<file path="src/rtl/mem_stage.sv">
// Memory-access pipeline stage between EX and WB: waits for data-SRAM responses,
// aligns/extends load data, buffers under WB stall and discards responses of killed ops.
module mem_stage #(
    parameter int ADDR_W = 32,
    parameter int DROP_W = 2
) (
    input  logic              clk,
    input  logic              reset,
    input  logic              es_to_ms_valid,
    output logic              ms_allowin,
    input  logic [ADDR_W-1:0] es_pc,
    input  logic [4:0]        es_ld_op,
    input  logic              es_req_issued,
    input  logic [4:0]        es_dest,
    input  logic              es_gr_we,
    input  logic [ADDR_W-1:0] es_alu_result,
    input  logic              es_excp,
    input  logic              data_sram_data_ok,
    input  logic [31:0]       data_sram_rdata,
    input  logic              ws_allowin,
    output logic              ms_to_ws_valid,
    output logic [ADDR_W-1:0] ms_pc,
    output logic [4:0]        ms_dest,
    output logic              ms_gr_we,
    output logic [31:0]       ms_final_result,
    output logic              ms_excp,
    output logic              ms_fwd_valid,
    output logic [4:0]        ms_fwd_dest,
    output logic              ms_fwd_ready,
    input  logic              flush
);

    logic              ms_valid;
    logic              pending;
    logic              buf_valid;
    logic [31:0]       buf_data;
    logic [DROP_W-1:0] drop_cnt;
    logic [DROP_W-1:0] drop_next;
    logic [4:0]        ms_ld_op;
    logic [ADDR_W-1:0] ms_alu_result;

    logic        ms_ready_go;
    logic        accept;
    logic        drop_hit;
    logic        ms_take;
    logic        orph_ms;
    logic        orph_es;
    logic [1:0]  off;
    logic [31:0] raw;
    logic [7:0]  byte_v;
    logic [15:0] half_v;
    logic [31:0] ld_res;

    // Responses are strictly in order: older orphaned requests answer first.
    assign drop_hit = data_sram_data_ok && (drop_cnt != '0);
    assign ms_take  = data_sram_data_ok && (drop_cnt == '0) && ms_valid && pending && !buf_valid;

    assign ms_ready_go    = !pending || buf_valid || (data_sram_data_ok && (drop_cnt == '0));
    assign ms_allowin     = !ms_valid || (ms_ready_go && ws_allowin);
    assign ms_to_ws_valid = ms_valid && ms_ready_go && !flush;
    assign accept         = es_to_ms_valid && ms_allowin && !flush;

    // A flush orphans MS's outstanding request and any request EX issued this cycle.
    assign orph_ms   = flush && ms_valid && pending && !buf_valid && !ms_take;
    assign orph_es   = flush && es_to_ms_valid && es_req_issued;
    assign drop_next = drop_cnt + DROP_W'(orph_ms) + DROP_W'(orph_es) - DROP_W'(drop_hit);

    always_ff @(posedge clk) begin
        if (reset) begin
            ms_valid      <= 1'b0;
            pending       <= 1'b0;
            buf_valid     <= 1'b0;
            buf_data      <= '0;
            drop_cnt      <= '0;
            ms_pc         <= '0;
            ms_ld_op      <= '0;
            ms_dest       <= '0;
            ms_gr_we      <= 1'b0;
            ms_alu_result <= '0;
            ms_excp       <= 1'b0;
        end else begin
            drop_cnt <= drop_next;
            if (flush) begin
                ms_valid  <= 1'b0;
                pending   <= 1'b0;
                buf_valid <= 1'b0;
            end else if (ms_allowin) begin
                ms_valid  <= es_to_ms_valid;
                buf_valid <= 1'b0;
                if (accept) begin
                    pending       <= es_req_issued && !es_excp;
                    ms_pc         <= es_pc;
                    ms_ld_op      <= es_ld_op;
                    ms_dest       <= es_dest;
                    ms_gr_we      <= es_gr_we;
                    ms_alu_result <= es_alu_result;
                    ms_excp       <= es_excp;
                end else begin
                    pending <= 1'b0;
                end
            end else if (ms_take) begin
                // WB is stalled: hold the response until it can be handed over.
                buf_valid <= 1'b1;
                buf_data  <= data_sram_rdata;
            end
        end
    end

    assign off    = ms_alu_result[1:0];
    assign raw    = buf_valid ? buf_data : data_sram_rdata;
    assign byte_v = raw[{off, 3'b000} +: 8];
    assign half_v = off[1] ? raw[31:16] : raw[15:0];

    always_comb begin
        ld_res = raw;
        if (ms_ld_op[4])      ld_res = {{24{byte_v[7]}}, byte_v};
        else if (ms_ld_op[3]) ld_res = {{16{half_v[15]}}, half_v};
        else if (ms_ld_op[1]) ld_res = {24'd0, byte_v};
        else if (ms_ld_op[0]) ld_res = {16'd0, half_v};
    end

    assign ms_final_result = ((ms_ld_op == '0) || ms_excp) ? ms_alu_result : ld_res;

    assign ms_fwd_valid = ms_valid && ms_gr_we;
    assign ms_fwd_dest  = ms_dest;
    assign ms_fwd_ready = ms_ready_go;

endmodule

</file>
<file path="config.mk">
export PLATFORM = sky130hd
export DESIGN_NAME = mem_stage
export DESIGN_NICKNAME = d
export VERILOG_FILES = /design/src/rtl/mem_stage.sv
export SDC_FILE = /design/constraint.sdc
export NUM_CORES = 1
export LEC_CHECK = 0
export ABC_AREA = 0
export CAP_MARGIN = 20
export CORE_MARGIN = 2
export CORE_UTILIZATION = 45
export DETAILED_ROUTE_END_ITERATION = 7
export PLACE_DENSITY = 0.77
export SYNTH_ARGS = -nofsm -noshare
export SYNTH_HDL_FRONTEND = slang
export SYNTH_SLANG_ARGS = --single-unit
</file>
<file path="constraint.sdc">
create_clock -name clk -period 2.4 [get_ports clk]
set_clock_uncertainty 0.05 [all_clocks]
set_input_delay 0.36 -clock clk [delete_from_list [all_inputs] [get_ports clk]]
set_output_delay 0.36 -clock clk [all_outputs]
set_load 0.005 [all_outputs]
</file>
==> results of run 1 <==
power by group through the flow:
stage,Clock (mW),Combinational [mW],Sequential (mW)
floorplan,0,0.535,2.04
global placement,0,1.15,2.05
detailed placement,0,1.17,2.06
CTS,2.43,1.17,2.02
global route,2.51,1.34,2.04
finish,2.39,1.24,2.03
cells in the final DEF (no fill, tap or decap), types with 16 or more instances in the layout:
| cell type | count |
|---|---|
| sky130_fd_sc_hd__clkdlybuf4s50_1 | 160 |
| sky130_fd_sc_hd__nand2b_1 | 154 |
| sky130_fd_sc_hd__dfxtp_1 | 109 |
| sky130_fd_sc_hd__mux2i_1 | 96 |
| sky130_fd_sc_hd__nand2_1 | 86 |
| sky130_fd_sc_hd__buf_4 | 54 |
| sky130_fd_sc_hd__a21oi_1 | 37 |
| sky130_fd_sc_hd__mux4_2 | 30 |
| sky130_fd_sc_hd__buf_2 | 26 |
| sky130_fd_sc_hd__nor2_1 | 20 |
| sky130_fd_sc_hd__clkbuf_16 | 18 |
| sky130_fd_sc_hd__buf_6 | 16 |
sequential cells by signal, summed over array words and instances, names as in the netlist, 2 cells and up:
register and cells:
buf_data 32, drop_cnt 2, ms_ld_op 5, ms_pc 32, ms_alu_result 32, ms_dest 5
logic make-up (layout without fill, tap and decap cells):
family | Yosys count | in the layout | synth area share, %
xor gates and xnor gates | 2 | 2 | 0.270
and+or+nand+nor | 305 | 305 | 25.0
DFF | 113 | 113 | 34.8
buffers and inverters | 70 | 309 | 5.56
muxes | 130 | 130 | 25.8
adders and majority gates | 2 | 2 | 0.501
AOI/OAI and AO/OA | 89 | 89 | 7.97
area by class of cell:
type                    instances  area (µm²)  area share (%)
flip-flops and latches        113        2270            22.8
multi-input cells             528        4200            42.2
clock buffers                  23         468            4.70
inverters                       4        15.0           0.151
well taps                     180         225            2.26
repair buffers                275        2690            27.0
clock inverters                 7        85.1           0.855
worst max-delay path: cells and delay by family (launching register included):
family	cells	cell delay, ns
buffers and inverters	4	0.52
AO/OA/AOI/OAI	3	0.31
flip-flops	1	0.36
multiplexers	1	0.49
per-stage QoR:
| stage | utilization [%] | power [mW] | instance area (µm²) |
|---|---|---|---|
| floorplan | - | 2.58 | 6500 |
| global placement | 64.1 | 3.20 | 8960 |
| detailed placement | 64.1 | 3.23 | 8960 |
| CTS | 69.6 | 5.62 | 9730 |
| global route | 71.2 | 5.89 | 9960 |
| finish | 71.2 | 5.67 | 9960 |
path summary, 6_finish.rpt:
kind | from | to | cells past startpoint
hold / removal | reset | drop_cnt[0] | 2
setup reg to reg | buf_valid | drop_cnt[1] | 10
setup / recovery | ms_alu_result[1] | ms_final_result[2] | 8
hold reg to reg | buf_data[8] | buf_data[8] | 2
timing repair:
item / 4_1_cts / 5_1_grt
hold buffers: 0 / 0
endpoints found under the setup margin: 33 / 34
endpoints found under the hold margin: 0 / 0
resized for setup: 191 / 38
gates cloned: 2 / 1
buffers inserted: 13 / 4
pin swaps: 47 / 11
routing by layer:
metal,global-route usage (%),share of wire [%],up-vias
li1,-,-,2894
met2,42.3,47,280
met1,28.9,39,2928
met3,7.69,8.7,74
met4,15.9,5.0,0
met5,0,0,-
==> impl_metrics.sql, run 1 <==
INSERT INTO impl_metrics (metric_group, metric, value, unit) VALUES
('cts', 'clk-insertion-delay-late', '0.41', 'ns'),
('pwr', 'p_int', '4.22', 'mW'),
('sta', 'timing_max_transition_violations_final', '0', ''),
('sta', 'rsz0062_at_grt', 'yes', ''),
('grt', 'grtUsageTotal', '25.6', '%'),
('place', 'dp_hpwl', '13300', 'µm'),
('status', 'failed_checks', 'negative setup slack', ''),
('route', 'dr_drc_count', '0', ''),
('sta', 'timing.max_slew.rel_slack', '74.3', '%'),
('sta', 'share_of_the_clock_period_used_by_the_worst_path_after_layout', '105', '%'),
('die', 'die_area', '0.0154', 'mm²'),
('sta', 'final_number_of_setup_violating_endpoints', '32', ''),
('yosys', 'synth.top_cell.area_share', '34.8', '%'),
('place', 'place.detailed.instances', '1081', ''),
('yosys', 'ys.flop_type', 'sky130_fd_sc_hd__dfxtp_1', ''),
('worst_setup_path', 'setup.reg_to_reg.worst_slack', '0.11', 'ns'),
('die', 'die_w', '124', 'µm'),
('place', 'post-place-ws', '-0.512', 'ns'),
('cts', 'cts_buffers', '17', ''),
('worst_setup_path', 'worst_ep_arrival_time', '2.11', 'ns'),
('status', 'run_status', 'complete, but fails checks', ''),
('worst_setup_path', 'cpPeakStageDelay', '0.49', 'ns'),
('pwr', 'power.switching', '1.45', 'mW'),
('cts', 'clk_pin_slew_worst_paths', '0.05', 'ns'),
('yosys', 'yosys_register_bits', '113', ''),
('finish', 'inserted_diodes', '0', ''),
('sta', 'fmax', '397', 'MHz'),
('worst_setup_path', 'cp-start-kind', 'flop', ''),
('worst_setup_path', 'critical_path.max_fanout', '7', ''),
('pwr', 'comb_power_share', '22.0', '%'),
('place', 'io_buffers', '194', ''),
('worst_setup_path', 'cp_cell_sequence', 'buf_6 > o21ai_4 > buf_12 > buf_6 > mux4_2 > a22oi_2 > o21ai_1 > buf_2', ''),
('finish', 'nets', '1056', ''),
('yosys', 'mappedNetlistNets', '828', ''),
('sta', 'fin_ws', '-0.119', 'ns'),
('sta', 'setup-tns-final', '-2.57', 'ns'),
('route', 'via_count', '6176', ''),
('worst_setup_path', 'slowest_stage', 'sky130_fd_sc_hd__mux4_2', ''),
('finish', 'area_growth', '53.2', '%'),
('route', 'dr.pass1.iters', '5', ''),
('finish', 'final.fill_count', '1008', ''),
('route', 'route.detailed.wl_per_inst', '17.6', 'µm'),
('yosys', 'synth_async_sr_flop_share', '0', '%'),
('die', 'fp-row-count', '43', ''),
('sta', 'timing.final.crit_period', '2.52', 'ns'),
('cts', 'htree_num_levels', '4', ''),
('die', 'ios', '195', ''),
('worst_setup_path', 'worstPathRequired', '1.99', 'ns'),
('pwr', 'power.share.clock', '42.3', '%'),
('route', 'via_per_inst', '5.47', ''),
('sta', 'hold_violations', '0', ''),
('sta', 'timing_worst_slew_pin_value', '0.385', 'ns'),
('yosys', 'yosysSeqAreaShare', '34.8', '%'),
('route', 'detail_route.wirelength', '19800', 'µm'),
('worst_hold_path', 'hp-class', 'in -> reg', ''),
('yosys', 'synth_most_common_cell', 'sky130_fd_sc_hd__nand2b_1', ''),
('grt', 'grt_max_degree', '103', ''),
('route', 'final_antenna_net_count', '0', ''),
('yosys', 'postSynthAreaPerCell', '9.14', 'µm²'),
('yosys', 'synth.distinct_cells', '50', ''),
('die', 'initial_core_utilization', '46.5', '%'),
('pwr', 'p_leak', '3.83', 'nW'),
('finish', 'post_layout_nonfiller_instances', '1130', ''),
('grt', 'antenna_violations_before_repair', '0', ''),
('place', 'gp_routability_congestion', '0.851', ''),
('cts', 'tritoncts_clock_tree', 'yes', ''),
('grt', 'grt_remaining_overflow', '0', ''),
('die', 'core-area', '0.0140', 'mm²'),
('pwr', 'power.share.switching', '25.5', '%'),
('route', 'drt_iter0_drc', '324', ''),
('sta', 'timing.hold.ws', '0.330', 'ns');
Power figures use the tool's default switching activity.
==> inputs of run 2 (changes only) <==
--- a/config.mk
+++ b/config.mk
@@ -6,11 +6,9 @@
 export NUM_CORES = 1
 export LEC_CHECK = 0
 export ABC_AREA = 0
-export CAP_MARGIN = 20
 export CORE_MARGIN = 2
-export CORE_UTILIZATION = 45
+export CORE_UTILIZATION = 30
 export DETAILED_ROUTE_END_ITERATION = 7
-export PLACE_DENSITY = 0.77
 export SYNTH_ARGS = -nofsm -noshare
 export SYNTH_HDL_FRONTEND = slang
 export SYNTH_SLANG_ARGS = --single-unit
==> run 2 against run 1 <==
Against the previous run:
- the flow still finishes with violations (negative setup slack)
- clock power rose by 6%
- sequential power about the same
- total power increased by 2.7%
- wire length grew 4.2%
- hold slack improved by 0.014 ns
- first-iteration DRC count decreased by 22%
- flip-flop and latch count stayed put
- die area grew 48%
- non-clock buffer count grew 26
- clock-buffer cell count is the same
- setup slack worse by 0.090 ns
==> impl_metrics.sql, run 2 (synthesis results as in run 1) <==
INSERT INTO impl_metrics (metric_group, metric, value, unit) VALUES
('sta', 'fmax', '383', 'MHz'),
('finish', 'biggestRegsByFlops', 'buf_data: 32 flops, ms_alu_result: 32 flops, ms_pc: 32 flops', ''),
('route', 'drt_iter0_drc', '253', ''),
('status', 'run_status', 'complete, but fails checks', ''),
('route', 'detail_route.wirelength', '20700', 'µm'),
('sta', 'share_of_the_clock_period_used_by_the_worst_path_after_layout', '109', '%'),
('finish', 'multi_input_area', '0.00413', 'mm²'),
('pwr', 'peakVddDrop', '439', 'µV'),
('finish', 'layout_common_cells', '159 x sky130_fd_sc_hd__clkdlybuf4s50_1, 154 x sky130_fd_sc_hd__nand2b_1, 109 x sky130_fd_sc_hd__dfxtp_1', ''),
('finish', 'fin_util', '48.7', '%'),
('die', 'initial_core_utilization', '30.7', '%'),
('grt', 'antenna_violations_before_repair', '1', ''),
('place', 'place.detailed.instances', '1190', ''),
('finish', 'nets', '1082', ''),
('route', 'route.top_layer_used', 'met5', ''),
('die', 'fp-row-count', '53', ''),
('route', 'via_count', '5980', ''),
('worst_setup_path', 'critical_path.max_fanout', '6', ''),
('sta', 'timing.hold.ws', '0.344', 'ns'),
('cts', 'cts_buffers', '17', ''),
('route', 'met3_layer_wire_length_in_the_routed_design', '1390', 'µm'),
('die', 'die_w', '151', 'µm'),
('cts', 'clk-insertion-delay-late', '0.41', 'ns'),
('die', 'ios', '195', ''),
('cts', 'tritoncts_clock_tree', 'yes', ''),
('sta', 'final_number_of_setup_violating_endpoints', '32', ''),
('finish', 'inserted_diodes', '0', ''),
('sta', 'timing_max_transition_violations_final', '0', ''),
('worst_setup_path', 'cp-start-kind', 'flop', ''),
('route', 'dr_wl_met2', '9420', 'µm'),
('place', 'io_buffers', '194', ''),
('sta', 'rsz0062_at_grt', 'yes', ''),
('grt', 'grt_max_degree', '56', ''),
('sta', 'hold_violations', '0', ''),
('cts', 'cts.path.max_buffers', '2', ''),
('die', 'dieHeight', '151', 'µm'),
('sta', 'timing_worst_slew_pin_value', '0.472', 'ns'),
('grt', 'grt_first_pass_wirelength', '31800', 'µm'),
('place', 'gp_routability_congestion', '0.786', ''),
('worst_setup_path', 'worstPathRequired', '1.99', 'ns'),
('grt', 'grtUsageTotal', '18.0', '%'),
('route', 'met1_length', '9320', 'µm'),
('cts', 'htree_num_levels', '4', ''),
('pwr', 'cellPowerDensity', '565', 'mW/mm²'),
('pwr', 'p_leak', '3.96', 'nW'),
('finish', 'mostFrequentLayoutCell', 'sky130_fd_sc_hd__clkdlybuf4s50_1', ''),
('cts', 'root_buffer', 'sky130_fd_sc_hd__clkbuf_16', ''),
('sta', 'timing.final.crit_period', '2.61', 'ns'),
('route', 'final_antenna_net_count', '0', ''),
('finish', 'final.fill_count', '1981', ''),
('route', 'route.detailed.wl_per_inst', '16.5', 'µm'),
('worst_setup_path', 'critical_path_class', 'reg -> out', ''),
('sta', 'timing.max_slew.rel_slack', '68.5', '%'),
('grt', 'first_global_vias', '5966', ''),
('worst_setup_path', 'setup.reg_to_reg.worst_slack', '0.28', 'ns'),
('job', 'reported_max_cap_violation_count', '0', ''),
('grt', 'grt_remaining_overflow', '0', ''),
('finish', 'final_layout_size_suffix_gt1_share', '26.0', '%'),
('place', 'dp_hpwl', '14400', 'µm'),
('sta', 'fin_ws', '-0.209', 'ns'),
('worst_setup_path', 'worst_ep_arrival_time', '2.20', 'ns'),
('route', 'via_per_inst', '4.77', ''),
('route', 'dr_drc_count', '0', ''),
('worst_setup_path', 'end_kind', 'output pin', ''),
('cts', 'clock_sink_count', '113', ''),
('route', 'dr.pass1.iters', '4', ''),
('worst_hold_path', 'hp-class', 'in -> reg', ''),
('die', 'core-area', '0.0212', 'mm²'),
('cts', 'clk_pin_slew_worst_paths', '0.05', 'ns'),
('cts', 'hold_buffers_post_cts', '0', ''),
('place', 'post-place-ws', '-0.465', 'ns'),
('die', 'die_area', '0.0229', 'mm²'),
('finish', 'post_layout_nonfiller_instances', '1253', ''),
('status', 'failed_checks', 'negative setup slack', ''),
('finish', 'area_growth', '58.6', '%'),
('finish', 'register_area', '0.00227', 'mm²');
run 2: cell types whose count changed in the layout (fill, tap and decap cells not counted), sizes merged:
cell / change
buf: +26
clkdlybuf4s50: -1
clkinv: -2
clkinvlp: +4
dlygate4sd2: +1
run 2: path summary, 6_finish.rpt:
path                          from                  end  cells past startpoint
hold / removal               reset          drop_cnt[0]                      2
setup / recovery  ms_alu_result[1]  ms_final_result[10]                      8
setup reg to reg         buf_valid          drop_cnt[1]                     10
hold reg to reg       buf_data[14]         buf_data[14]                      2
run 2: worst max-delay path, cell delays in order (launching register included):
cell                        delay, ns
sky130_fd_sc_hd__dfxtp_4         0.37
sky130_fd_sc_hd__buf_12          0.13
sky130_fd_sc_hd__o21ai_4         0.09
sky130_fd_sc_hd__clkbuf_16       0.20
sky130_fd_sc_hd__buf_8           0.11
sky130_fd_sc_hd__mux4_2          0.52
sky130_fd_sc_hd__a22oi_2         0.18
sky130_fd_sc_hd__nand2_1         0.06
sky130_fd_sc_hd__buf_2           0.12
run 2: per-layer routing:
layer / vias up / track usage (%)
li1: 2949 / -
met1: 2804 / 22.9
met2: 193 / 28.7
met3: 32 / 5.30
met4: 2 / 7.24
met5: - / 0
run 2: what timing repair did:
item / 4_1_cts / 5_1_grt
setup buffers: 21 / 7
pin swaps: 48 / 6
cloned: 4 / 0
resized for setup: 209 / 15
endpoints found under the setup margin: 33 / 33
run 2: cell type report:
cell class	count	area share [%]
clock inverters	9	1.02
repair buffers	301	28.7
multi-input cells	528	40.0
inverters	4	0.146
flip-flops and latches	113	22.1
clock buffers	23	4.73
well taps	275	3.34
run 2: where the power goes:
part           internal [mW]  switching [mW]
logic                  0.724           0.531
clock network           1.63           0.911
registers               1.96          0.0668
run 2: metrics by stage:
stage | power (mW) | instance area (µm²) | setup TNS, ns
2_1_floorplan | 2.58 | 6500 | 0
3_3_place_gp | 3.27 | 9250 | -9.94
3_5_place_dp | 3.28 | 9250 | -10.80
4_1_cts | 5.87 | 10200 | -7.27
5_1_grt | 6.09 | 10300 | -7.17
6_report | 5.82 | 10300 | -4.85
